File: config.mk
export PLATFORM = sky130hd
export DESIGN_NAME = conv_frame_sequencer
export DESIGN_NICKNAME = d
export VERILOG_FILES = /design/src/rtl/conv_pkg.sv /design/src/rtl/conv_addr_gen.sv /design/src/rtl/conv_frame_sequencer.sv
export SDC_FILE = /design/constraint.sdc
export NUM_CORES = 1
export LEC_CHECK = 0
export CORE_AREA = 2 2 90 92
export CTS_CLUSTER_DIAMETER = 80
export DETAILED_ROUTE_END_ITERATION = 8
export DIE_AREA = 0 0 92 94
export HOLD_SLACK_MARGIN = 0.15
export PLACE_DENSITY = 0.74
export RECOVER_POWER = 25
export SETUP_SLACK_MARGIN = 0.2
export SLEW_MARGIN = 10
export SYNTH_ARGS = -nofsm -noshare
export SYNTH_HDL_FRONTEND = slang
export SYNTH_SLANG_ARGS = --single-unit
File: constraint.sdc
create_clock -name i_clk -period 2.3 [get_ports i_clk]
set_input_delay 0.46 -clock i_clk [delete_from_list [all_inputs] [get_ports i_clk]]
set_output_delay 0.46 -clock i_clk [all_outputs]
set_load 0.01 [all_outputs]
File: src/rtl/conv_pkg.sv
// rtl/conv_pkg.sv - shared kernel constants and sequencer state type
// Exports: KERNEL_DIM, KERNEL_TAPS, ENGINE_LATENCY, seq_state_e.
package conv_pkg;

    localparam int KERNEL_DIM     = 3;
    localparam int KERNEL_TAPS    = 9;
    localparam int ENGINE_LATENCY = 10;

    typedef enum logic [2:0] {
        IDLE,
        FETCH,
        DRAIN,
        DONE,
        ERROR
    } seq_state_e;

endpackage

File: src/rtl/conv_addr_gen.sv
// rtl/conv_addr_gen.sv - 3x3 window origin/tap counter and source address generator
// Ports: i_clk, i_rst (sync, active-high); i_advance steps to the next tap;
//        o_addr is the address of the current tap; o_last_tap / o_last_win
//        flag tap 8 of a window and the final window origin.
module conv_addr_gen
    import conv_pkg::*;
#(
    parameter int IMG_W  = 16,
    parameter int IMG_H  = 16,
    parameter int ADDR_W = 8
) (
    input  logic              i_clk,
    input  logic              i_rst,
    input  logic              i_advance,
    output logic [ADDR_W-1:0] o_addr,
    output logic              o_last_tap,
    output logic              o_last_win
);

    localparam logic [ADDR_W-1:0] C_MAX   = ADDR_W'(IMG_W - KERNEL_DIM);
    localparam logic [ADDR_W-1:0] R_MAX   = ADDR_W'(IMG_H - KERNEL_DIM);
    localparam logic [1:0]        TAP_MAX = 2'(KERNEL_DIM - 1);

    logic [ADDR_W-1:0] r_q, r_d, c_q, c_d;
    logic [1:0]        wr_q, wr_d, wc_q, wc_d;
    logic [ADDR_W-1:0] row, col;

    always_comb begin
        row        = r_q + ADDR_W'(wr_q);
        col        = c_q + ADDR_W'(wc_q);
        o_addr     = row * ADDR_W'(IMG_W) + col;
        o_last_tap = (wr_q == TAP_MAX) && (wc_q == TAP_MAX);
        o_last_win = (r_q == R_MAX) && (c_q == C_MAX);

        r_d  = r_q;
        c_d  = c_q;
        wr_d = wr_q;
        wc_d = wc_q;
        // Nested carry: tap column, tap row, origin column, origin row.
        // The final step wraps everything to zero, ready for the next frame.
        if (i_advance) begin
            if (wc_q != TAP_MAX) begin
                wc_d = wc_q + 2'd1;
            end else begin
                wc_d = 2'd0;
                if (wr_q != TAP_MAX) begin
                    wr_d = wr_q + 2'd1;
                end else begin
                    wr_d = 2'd0;
                    if (c_q != C_MAX) begin
                        c_d = c_q + ADDR_W'(1);
                    end else begin
                        c_d = '0;
                        r_d = (r_q != R_MAX) ? r_q + ADDR_W'(1) : '0;
                    end
                end
            end
        end
    end

    always_ff @(posedge i_clk) begin
        if (i_rst) begin
            r_q  <= '0;
            c_q  <= '0;
            wr_q <= 2'd0;
            wc_q <= 2'd0;
        end else begin
            r_q  <= r_d;
            c_q  <= c_d;
            wr_q <= wr_d;
            wc_q <= wc_d;
        end
    end

endmodule

File: src/rtl/conv_frame_sequencer.sv
// rtl/conv_frame_sequencer.sv - frame sequencer feeding 3x3 windows to a convolution engine
// Ports: i_clk, i_rst (sync, active-high); i_start / o_busy / o_done / o_err control;
//        o_rd_en / o_rd_addr / i_rd_data source RAM (1-cycle read latency);
//        o_conv_data / o_conv_valid samples to engine, i_conv_pixel / i_conv_valid results;
//        o_wr_en / o_wr_addr / o_wr_data result RAM.
module conv_frame_sequencer
    import conv_pkg::*;
#(
    parameter int IMG_W   = 16,
    parameter int IMG_H   = 16,
    parameter int ADDR_W  = 8,
    parameter int TIMEOUT = 64
) (
    input  logic              i_clk,
    input  logic              i_rst,
    input  logic              i_start,
    output logic              o_busy,
    output logic              o_done,
    output logic              o_err,
    output logic              o_rd_en,
    output logic [ADDR_W-1:0] o_rd_addr,
    input  logic [7:0]        i_rd_data,
    output logic [7:0]        o_conv_data,
    output logic              o_conv_valid,
    input  logic [7:0]        i_conv_pixel,
    input  logic              i_conv_valid,
    output logic              o_wr_en,
    output logic [ADDR_W-1:0] o_wr_addr,
    output logic [7:0]        o_wr_data
);

    localparam int                N_RESULTS = (IMG_W - 2) * (IMG_H - 2);
    localparam logic [ADDR_W-1:0] LAST_IDX  = ADDR_W'(N_RESULTS - 1);
    localparam int                TO_W      = $clog2(TIMEOUT + 1);
    localparam logic [TO_W-1:0]   TO_LAST   = TO_W'(TIMEOUT - 1);

    seq_state_e        state_q, state_d;
    logic              rd_en_q, rd_en_d;
    logic [ADDR_W-1:0] rd_addr_q, rd_addr_d;
    logic              rd_last_q, rd_last_d;
    logic              rd_vld_q, rd_vld_d;
    logic              conv_valid_q, conv_valid_d;
    logic [7:0]        conv_data_q, conv_data_d;
    logic              wr_en_q, wr_en_d;
    logic [ADDR_W-1:0] wr_addr_q, wr_addr_d;
    logic [7:0]        wr_data_q, wr_data_d;
    logic [ADDR_W-1:0] n_q, n_d;
    logic [TO_W-1:0]   to_cnt_q, to_cnt_d;
    logic              busy_q, busy_d;
    logic              done_q, done_d;
    logic              err_q, err_d;

    logic              issue;
    logic [ADDR_W-1:0] gen_addr;
    logic              gen_last_tap, gen_last_win;

    conv_addr_gen #(
        .IMG_W  (IMG_W),
        .IMG_H  (IMG_H),
        .ADDR_W (ADDR_W)
    ) u_addr_gen (
        .i_clk      (i_clk),
        .i_rst      (i_rst),
        .i_advance  (issue),
        .o_addr     (gen_addr),
        .o_last_tap (gen_last_tap),
        .o_last_win (gen_last_win)
    );

    always_comb begin
        state_d      = state_q;
        issue        = 1'b0;
        rd_en_d      = 1'b0;
        rd_addr_d    = rd_addr_q;
        rd_last_d    = 1'b0;
        // rd_vld tracks the cycle the RAM data is valid; the engine sees
        // that data and its strobe one register later, still contiguous.
        rd_vld_d     = rd_en_q;
        conv_valid_d = rd_vld_q;
        conv_data_d  = rd_vld_q ? i_rd_data : conv_data_q;
        wr_en_d      = 1'b0;
        wr_addr_d    = wr_addr_q;
        wr_data_d    = wr_data_q;
        n_d          = n_q;
        to_cnt_d     = to_cnt_q;
        err_d        = err_q;

        case (state_q)
            IDLE: begin
                if (i_start) begin
                    state_d  = FETCH;
                    issue    = 1'b1;
                    n_d      = '0;
                    to_cnt_d = '0;
                end
            end
            FETCH: begin
                // rd_last_q marks the cycle the final tap is on the bus.
                to_cnt_d = '0;
                if (rd_last_q) begin
                    state_d = DRAIN;
                end else begin
                    issue = 1'b1;
                end
            end
            DRAIN: begin
                if (i_conv_valid) begin
                    to_cnt_d = '0;
                end else if (to_cnt_q == TO_LAST) begin
                    state_d = ERROR;
                    err_d   = 1'b1;
                end else begin
                    to_cnt_d = to_cnt_q + TO_W'(1);
                end
            end
            DONE:    state_d = IDLE;
            ERROR:   state_d = ERROR;
            default: state_d = IDLE;
        endcase

        if (issue) begin
            rd_en_d   = 1'b1;
            rd_addr_d = gen_addr;
            rd_last_d = gen_last_tap && gen_last_win;
        end

        if (i_conv_valid) begin
            if (state_q == FETCH || state_q == DRAIN) begin
                wr_en_d   = 1'b1;
                wr_addr_d = n_q;
                wr_data_d = i_conv_pixel;
                n_d       = n_q + ADDR_W'(1);
                if (state_q == DRAIN && n_q == LAST_IDX) begin
                    state_d = DONE;
                end
            end else begin
                // A result with no frame in flight is a protocol error.
                err_d = 1'b1;
            end
        end

        busy_d = (state_d == FETCH) || (state_d == DRAIN);
        done_d = (state_d == DONE);
    end

    always_ff @(posedge i_clk) begin
        if (i_rst) begin
            state_q      <= IDLE;
            rd_en_q      <= 1'b0;
            rd_addr_q    <= '0;
            rd_last_q    <= 1'b0;
            rd_vld_q     <= 1'b0;
            conv_valid_q <= 1'b0;
            conv_data_q  <= 8'd0;
            wr_en_q      <= 1'b0;
            wr_addr_q    <= '0;
            wr_data_q    <= 8'd0;
            n_q          <= '0;
            to_cnt_q     <= '0;
            busy_q       <= 1'b0;
            done_q       <= 1'b0;
            err_q        <= 1'b0;
        end else begin
            state_q      <= state_d;
            rd_en_q      <= rd_en_d;
            rd_addr_q    <= rd_addr_d;
            rd_last_q    <= rd_last_d;
            rd_vld_q     <= rd_vld_d;
            conv_valid_q <= conv_valid_d;
            conv_data_q  <= conv_data_d;
            wr_en_q      <= wr_en_d;
            wr_addr_q    <= wr_addr_d;
            wr_data_q    <= wr_data_d;
            n_q          <= n_d;
            to_cnt_q     <= to_cnt_d;
            busy_q       <= busy_d;
            done_q       <= done_d;
            err_q        <= err_d;
        end
    end

    assign o_busy       = busy_q;
    assign o_done       = done_q;
    assign o_err        = err_q;
    assign o_rd_en      = rd_en_q;
    assign o_rd_addr    = rd_addr_q;
    assign o_conv_data  = conv_data_q;
    assign o_conv_valid = conv_valid_q;
    assign o_wr_en      = wr_en_q;
    assign o_wr_addr    = wr_addr_q;
    assign o_wr_data    = wr_data_q;

endmodule

# Word-level counts from Yosys, hierarchy flattened
# Cells that the tools add are included.
[word_totals]
register_bits = 78
wordCells = 96
out_inout_bits = 38
inputBits = 20
[classes]
bitwise = 5
reduce_logical = 15
n_mux = 30
eq_ne = 18
addsub = 9
[op_table]
columns = ["cell", "count"]
rows = [
  ["$mux W8", 6],
  ["$add A8 B1 Y8 const B", 3],
  ["$mux W3", 7],
  ["$mux W7", 3],
  ["$pmux W7 S3", 1],
  ["$eq A8 B4 Y1 const B", 2],
  ["$ne A8 B4 Y1 const B", 2],
  ["$pmux W3 S4", 1],
  ["$eq A3 B2 Y1 const B", 3],
  ["$mux W1", 9],
  ["$add A8 B2 Y8", 1],
  ["$add A8 B8 Y8", 1],
  ["$eq A8 B8 Y1 const B", 1],
  ["$add A7 B1 Y7 const B", 1],
  ["$eq A7 B6 Y1 const B", 1],
  ["$eq A3 B1 Y1 const B", 2],
  ["$ne A2 B2 Y1 const B", 3],
  ["$reduce_and A3 Y1", 2],
  ["$not A1 Y1", 5],
  ["$add A2 B1 Y2 const B", 2],
  ["$add A4 B2 Y4", 1],
  ["$eq A2 B2 Y1 const B", 2],
  ["$logic_and A1 B1 Y1", 4],
  ["$mux W2", 2],
  ["other kinds (9)", 12],
]

# Logic depth before layout (Yosys ltp)
# Gate-level depths: netlist of the first run.
[logic_depth]
depth_word = 9
ltp_mapped = 10
mapped_depth_nobuf = 10

# By module
# From an unflattened synthesis of the first run, not the netlist that was laid out.
[unflattened]
cells_unflattened = 414
hier_area_um2 = 3683.5
[modules_own_cells]
columns = ["module", "cells_each", "area_each_um2", "n_inst", "seq_area_each_um2"]
rows = [
  ["conv_frame_sequencer", 265, 2377.3, 1, 1161.1],
  ["conv_addr_gen", 149, 1306.3, 1, 400.4],
]

# Worst setup path after synthesis of the first run
# Ideal clock, no wire load.
[synth_path]
path_type = "flip-flop to flip-flop"
from = "register u_addr_gen.r_q[0]"
to = "register rd_addr_q[7] (netlist: o_rd_addr[7])"
period_less_slack_ns = 2.254
setup_ns = 0.114
setup_slack_ns = 0.046
stages_incl_launch_ff = 11
required_time_ns = 2.186
n_path_buf = 0
arrival_time_ns = 2.140
path_cell_list = "dfxtp_1 ha_1 inv_1 fa_1 inv_1 ha_1 or2_2 a21oi_1 a21oi_1 xnor2_1 a21o_1"
[synth_between]
elab_chain_cells = 2
[synth_lines]
columns = ["item", "line_no", "rtl"]
rows = [
  ["start: declaration", "conv_addr_gen.sv:24", "logic [ADDR_W-1:0] r_q, r_d, c_q, c_d;"],
  ["start signal: assignment", "conv_addr_gen.sv:68", "r_q <= r_d;"],
  ["$add A4 B2 Y4", "conv_addr_gen.sv:29", "row = r_q + ADDR_W'(wr_q);"],
  ["$add A8 B8 Y8", "conv_addr_gen.sv:31", "o_addr = row * ADDR_W'(IMG_W) + col;"],
  ["end signal: assignment", "conv_frame_sequencer.sv:166", "rd_addr_q <= rd_addr_d;"],
  ["end: declaration", "conv_frame_sequencer.sv:39", "logic [ADDR_W-1:0] rd_addr_q, rd_addr_d;"],
]
# Every way passes these cells.
# A chain may end at the register's enable or synchronous reset.

# Final worst setup path of the first run
[layout_path]
from = "register u_addr_gen.wr_q[0]"
to = "register rd_addr_q[7] (netlist: o_rd_addr[7])"
[layout_between]
elab_chain_cells = 2
[layout_lines]
columns = ["item", "line_no", "rtl"]
rows = [
  ["start: declaration", "conv_addr_gen.sv:25", "logic [1:0] wr_q, wr_d, wc_q, wc_d;"],
  ["start signal: assignment", "conv_addr_gen.sv:70", "wr_q <= wr_d;"],
  ["$add A4 B2 Y4", "conv_addr_gen.sv:29", ""],
  ["$add A8 B8 Y8", "conv_addr_gen.sv:31", ""],
]
# Every way passes these cells.

==> impl_metrics.tcl, run 1 <==
set metrics [dict create \
    outcome "completed" \
    grtUsageTotal 0.188 \
    synth_mux_area_frac 0.0317 \
    async_reset_ff_frac 0 \
    synth_xor_area_frac 0.0665 \
    final_cell_mix "dfxtp_1, nand2_1, clkdlybuf4s50_1" \
    grt_max_degree 40 \
    insertion_delay_ps 360 \
    clock_sinks 78 \
    die_h_um 94 \
    synth_edf_count 0 \
    layout-drive-gt1-share 0.0960 \
    power_mw 2.71 \
    crit_type "flop to flop" \
    reg2reg_setup_slack_ps 180 \
    syn_area_um2 3560 \
    dieArea_um2 8650 \
    vias 3012 \
    clockBufferDepth 2 \
    crit_path_cell_trace "ha_4, inv_2, fa_1, inv_2, ha_4, or2_4, a21oi_2, a21oi_2, xnor2_1, a21o_1" \
    start_util 0.468 \
    peakVddDrop_uv 352 \
    io_pins 58 \
    drv_cap 0 \
    p_leak_nw 1.69 \
    slew-limit-headroom 0.375 \
    ant_nets 0 \
    wire_per_inst_um 13.1 \
    cp_max_fo 3 \
    tightestPinTransition_ps 937 \
    fin_ws_ps 177 \
    hp-start "o_rd_addr[5]" \
    instances_no_fill 581 \
    gp_congestion 0.826 \
    grt_pass1_wl_mm 13.2 \
    design_area_um2 4540 \
    diodes 0 \
    syn-instance-count 407 \
    ys_types 54 \
    fin_skew_ps 11.3 \
    clk_pin_slew_worst_paths_ps 90 \
    synthDominantCellAreaShare 0.439 \
    numCtsBuffers 9 \
    ys_seq_elements 78 \
    port_buffers 57 \
    setup.worst_path.start_class "flop" \
    hp-class "flop to flop" \
    syn_avg_cell_area_um2 8.74 \
    area_delta_synth_final_pct 27.8 \
    via_per_inst 5.18 \
    die_x_um 92 \
    max_freq_ghz 0.471 \
    dp.cells 563 \
    netSwitchingPower_uw 692 \
    cp.required_ps 2560 \
    drv_slew 0 \
    hpwl_mm 5.47 \
    ys_seq_area_frac 0.439 \
    synth_fa_ha_area_frac 0.0570 \
    p_per_area_nw_per_um2 597 \
    holdWs_ps 457 \
    drt_iter0_drc 112 \
    intPower_mw 2.02 \
    cts_hold_buf 0 \
    gr-total-overflow 0 \
    rsz0062_at_grt "true" \
    route.detailed.drc 0 \
    final_common_cell "dfxtp_1" \
    fin_util 0.597 \
    routed_wl_mm 7.58 \
    core_area_um2 7610 \
    ctsRootBufferMaster "clkbuf_8" \
    drt-pass1-iter-count 4 \
    ys_top_cells_by_area "dfxtp_1, nand2_1, nor2_1, a21oi_1, ha_1" \
    ys.flop_type "dfxtp_1" \
    whs_path_depth 2 \
    placed_cell_area_um2 4340 \
    end_kind "flop" \
    power_frac_seq 0.518 \
    syn_nets 442 \
    first_global_vias 2873 \
    p_sw_frac 0.255 \
    synth_top_family_by_area "simple AND/OR/NAND/NOR gates" \
    synthSimpleGateAreaFrac 0.248 \
    fin_crit_ps 2120 \
    nets 509 \
    cts_tree "yes" \
    cts_max_level 3 \
    combPwrFrac 0.092 \
    clockPowerShare 0.390 \
    antenna_found_initial 0 \
    rr_worst_depth 10 \
    ys_warn_count 0 \
    final.period_utilization 0.923 \
    hold_end "o_rd_addr[5]" \
    max_stage_delay_ps 490 \
    r2r_end "o_rd_addr[7]" \
    r2r_start "u_addr_gen.wr_q[0]" \
    setup_viol_count_final 0 \
    hold_viol 0 \
    synth.largest_area_cell "dfxtp_1" \
    placementRows 32 \
    dp_slack_ps 16.2 \
    fin_setup_tns_ps 0 \
    synth-compound-area-share 0.124 \
    critPathSlowestCell "fa_1" \
    arrival_ps 2380 \
]
-- cell usage after synthesis (3+ instances only) --
library cell  number
ha_1              13
and2_1             3
dfxtp_1           78
nand4_1           11
nand2b_1           7
o21ai_1            7
clkbuf_1          11
and3_1             7
xor2_1            14
nor3_1             7
nand2_1           52
mux2i_1            9
xnor2_1           13
nor2_1            49
o21ai_0            6
a211oi_1           5
nand3_1           10
a31oi_1            3
buf_2              6
o21bai_1           3
nor2b_1            7
o31ai_1            3
inv_1              9
a21oi_1           35
-- state kept, by name, summed over array words and instances (netlist names) --
register,count
u_addr_gen.wr_q,2
state_q,3
o_busy,1
o_wr_data,8
o_conv_data,8
o_conv_valid,1
n_q,8
u_addr_gen.r_q,8
o_err,1
o_wr_addr,8
o_rd_en,1
o_wr_en,1
rd_last_q,1
o_done,1
o_rd_addr,8
u_addr_gen.wc_q,2
to_cnt_q,7
u_addr_gen.c_q,8
conv_valid_d,1
-- layout make-up --
cell class                 count  area, um^2
fill                         678        3060
clock inverter                 7        78.8
multi-input combinational    301        1900
timing repair buffer          74         709
clock buffer                   9         124
sequential                    78        1570
inverter                      10        37.5
tap                          102         128
-- metal layers --
| layer | global-route usage | share of wire |
|---|---|---|
| met2 | 0.317 | 0.49 |
| met1 | 0.236 | 0.46 |
| met4 | 0.0622 | 0.011 |
| met3 | 0.0457 | 0.042 |
| met5 | 0 | 0 |
-- power groups by stage --
stage	Combinational [mW]	Clock, mW	Sequential [mW]
after floorplan	0.128	0	1.44
after global placement	0.251	0	1.44
after detailed placement	0.256	0	1.44
after CTS	0.259	1.09	1.41
after global routing	0.276	1.14	1.41
final	0.249	1.06	1.41
-- worst max-delay path: cells and delay by family, from the launching register on --
family                   cells  cell delay (ps)
AO/OA/AOI/OAI                3              380
XOR/XNOR                     1              130
adder cells (fa/ha/maj)      3              840
flip-flops                   1              370
AND/OR/NAND/NOR              1              230
buffers and inverters        2               80
-- worst max path at each step --
| stage | startpoint | end | slack, ps | depth (start not counted) |
|---|---|---|---|---|
| floorplan | u_addr_gen.wr_q[0] | o_rd_addr[7] | 200 | 10 |
| global placement | i_start | u_addr_gen.wr_q[1] | 60 | 6 |
| detailed placement | i_start | u_addr_gen.wr_q[1] | 20 | 6 |
| CTS | u_addr_gen.wr_q[0] | o_rd_addr[7] | 160 | 10 |
| global route | u_addr_gen.wr_q[0] | o_rd_addr[7] | 90 | 10 |
| finish | u_addr_gen.wr_q[0] | o_rd_addr[7] | 180 | 10 |
-- what timing repair did --
action	in CTS	in global routing
setup buffers	2	0
gates resized for setup	6	0
endpoints found under the setup margin	1	2
pin swaps	4	5
-- cell families after synthesis --
family | after synthesis
AOI/OAI and AO/OA | 71
xor gates and xnor gates | 27
adders and majority gates | 15
buffers and inverters | 28
DFF | 78
muxes | 11
and+or+nand+nor | 177
(Power assumes the default switching activity.)
==> run 2: changes to the inputs <==
- TNS_END_PERCENT: unset -> 1
==> impl_metrics.tcl, run 2 (synthesized netlist as in run 1, its figures left out) <==
set metrics [dict create \
    power_frac_seq 0.518 \
    intPower_mw 2.02 \
    layout-drive-gt1-share 0.0960 \
    grtUsageTotal 0.188 \
    grt_pass1_wl_mm 13.2 \
    cp.required_ps 2560 \
    final_common_cell "dfxtp_1" \
    placementRows 32 \
    hpwl_mm 5.47 \
    final.period_utilization 0.923 \
    wire_per_inst_um 13.1 \
    clock_sinks 78 \
    fin_setup_tns_ps 0 \
    numCtsBuffers 9 \
    drt_iter0_drc 112 \
    p_leak_nw 1.69 \
    drv_cap 0 \
    fin_util 0.597 \
    p_sw_frac 0.256 \
    dp.cells 563 \
    placed_cell_area_um2 4340 \
    fin_crit_ps 2120 \
    via_per_inst 5.21 \
    vias 3029 \
    io_pins 58 \
    reg2reg_setup_slack_ps 180 \
    critPathSlowestCell "fa_1" \
    gr-total-overflow 0 \
    crit_family "adder cells" \
    gp_congestion 0.826 \
    ant_nets 0 \
    setup.worst_path.start_class "flop" \
    cp-endpoint "o_rd_addr[7]" \
    antenna_found_initial 0 \
    grt_max_degree 40 \
    cts_max_level 3 \
    hold_viol 0 \
    rsz0062_at_grt "true" \
    r2r_end "o_rd_addr[7]" \
    instances_no_fill 581 \
    clockPowerShare 0.391 \
    area_delta_synth_final_pct 27.8 \
    crit_cells 10 \
    startpoint "u_addr_gen.wr_q[0]" \
    hp-class "flop to flop" \
    die_h_um 94 \
    combPwrFrac 0.092 \
    drt-pass1-iter-count 4 \
    design_area_um2 4540 \
    final_cell_mix "dfxtp_1, nand2_1, clkdlybuf4s50_1" \
    routed_wl_mm 7.61 \
    netSwitchingPower_uw 694 \
    dieArea_um2 8650 \
    insertion_delay_ps 360 \
    start_util 0.468 \
    outcome "completed" \
    max_freq_ghz 0.471 \
    crit_type "flop to flop" \
    arrival_ps 2380 \
    slew-limit-headroom 0.375 \
    p_per_area_nw_per_um2 597 \
    cts_tree "yes" \
    clk_pin_slew_worst_paths_ps 90 \
    fin_skew_ps 11.3 \
    crit_path_cell_trace "ha_4, inv_2, fa_1, inv_2, ha_4, or2_4, a21oi_2, a21oi_2, xnor2_1, a21o_1" \
    diodes 0 \
    crit_buf_inv 2 \
    ctsRootBufferMaster "clkbuf_8" \
    r2r_start "u_addr_gen.wr_q[0]" \
    max_stage_delay_ps 490 \
    first_global_vias 2873 \
    port_buffers 57 \
    fin_ws_ps 177 \
    tightestPinTransition_ps 937 \
    rr_worst_depth 10 \
    clockBufferDepth 2 \
    route.detailed.drc 0 \
    nets 509 \
    dp_slack_ps 16.2 \
    cp_max_fo 3 \
    core_area_um2 7610 \
    power_mw 2.71 \
    setup_viol_count_final 0 \
    drv_slew 0 \
    fillCellCount 678 \
    peakVddDrop_uv 352 \
    die_x_um 92 \
    holdWs_ps 457 \
    end_kind "flop" \
]
-- run 2: layer usage --
layer | track usage | share of wire | vias to the layer above
met4 | 0.0622 | 0.011 | 0
met2 | 0.317 | 0.49 | 63
met3 | 0.0457 | 0.042 | 8
li1 | - | - | 1539
met5 | 0 | 0 | -
met1 | 0.236 | 0.46 | 1419
-- run 2: worst min-delay path by stage --
stage,start,slack [ps],depth (start not counted),end
after global routing,o_rd_en,480,1,conv_valid_d
after global placement,o_wr_data[5],440,2,o_wr_data[5]
after detailed placement,o_rd_addr[5],450,2,o_rd_addr[5]
after CTS,o_wr_data[2],460,2,o_wr_data[2]
final,o_rd_addr[5],460,2,o_rd_addr[5]
after floorplan,u_addr_gen.r_q[7],440,1,u_addr_gen.r_q[7]
-- run 2: worst reg2reg max path: stages (launching register included) --
cell,delay (ps)
dfxtp_4,370
ha_4,130
inv_2,30
fa_1,490
inv_2,50
ha_4,220
or2_4,230
a21oi_2,150
a21oi_2,50
xnor2_1,140
a21o_1,190
-- run 2: cell type report --
cell class                 count  area [um^2]  area share
inverter                      10         37.5     0.00826
timing repair buffer          74          709       0.156
clock buffer                   9          124      0.0273
clock inverter                 7         78.8      0.0173
multi-input combinational    301         1900       0.418
sequential                    78         1570       0.345
tap                          102          128      0.0281
-- run 2: power by group through the flow --
stage               sequential (mW)  combinational (mW)  clock (mW)
CTS                            1.41               0.259        1.09
floorplan                      1.44               0.128           0
finish                         1.41               0.249        1.06
global placement               1.44               0.251           0
detailed placement             1.44               0.256           0
global route                   1.41               0.276        1.14
-- run 2: timing repair --
item,CTS,global route
pin swaps,4,3
endpoints found under the setup margin,1,2
hold buffers,0,0
buffers inserted,2,0
gates resized for setup,6,0
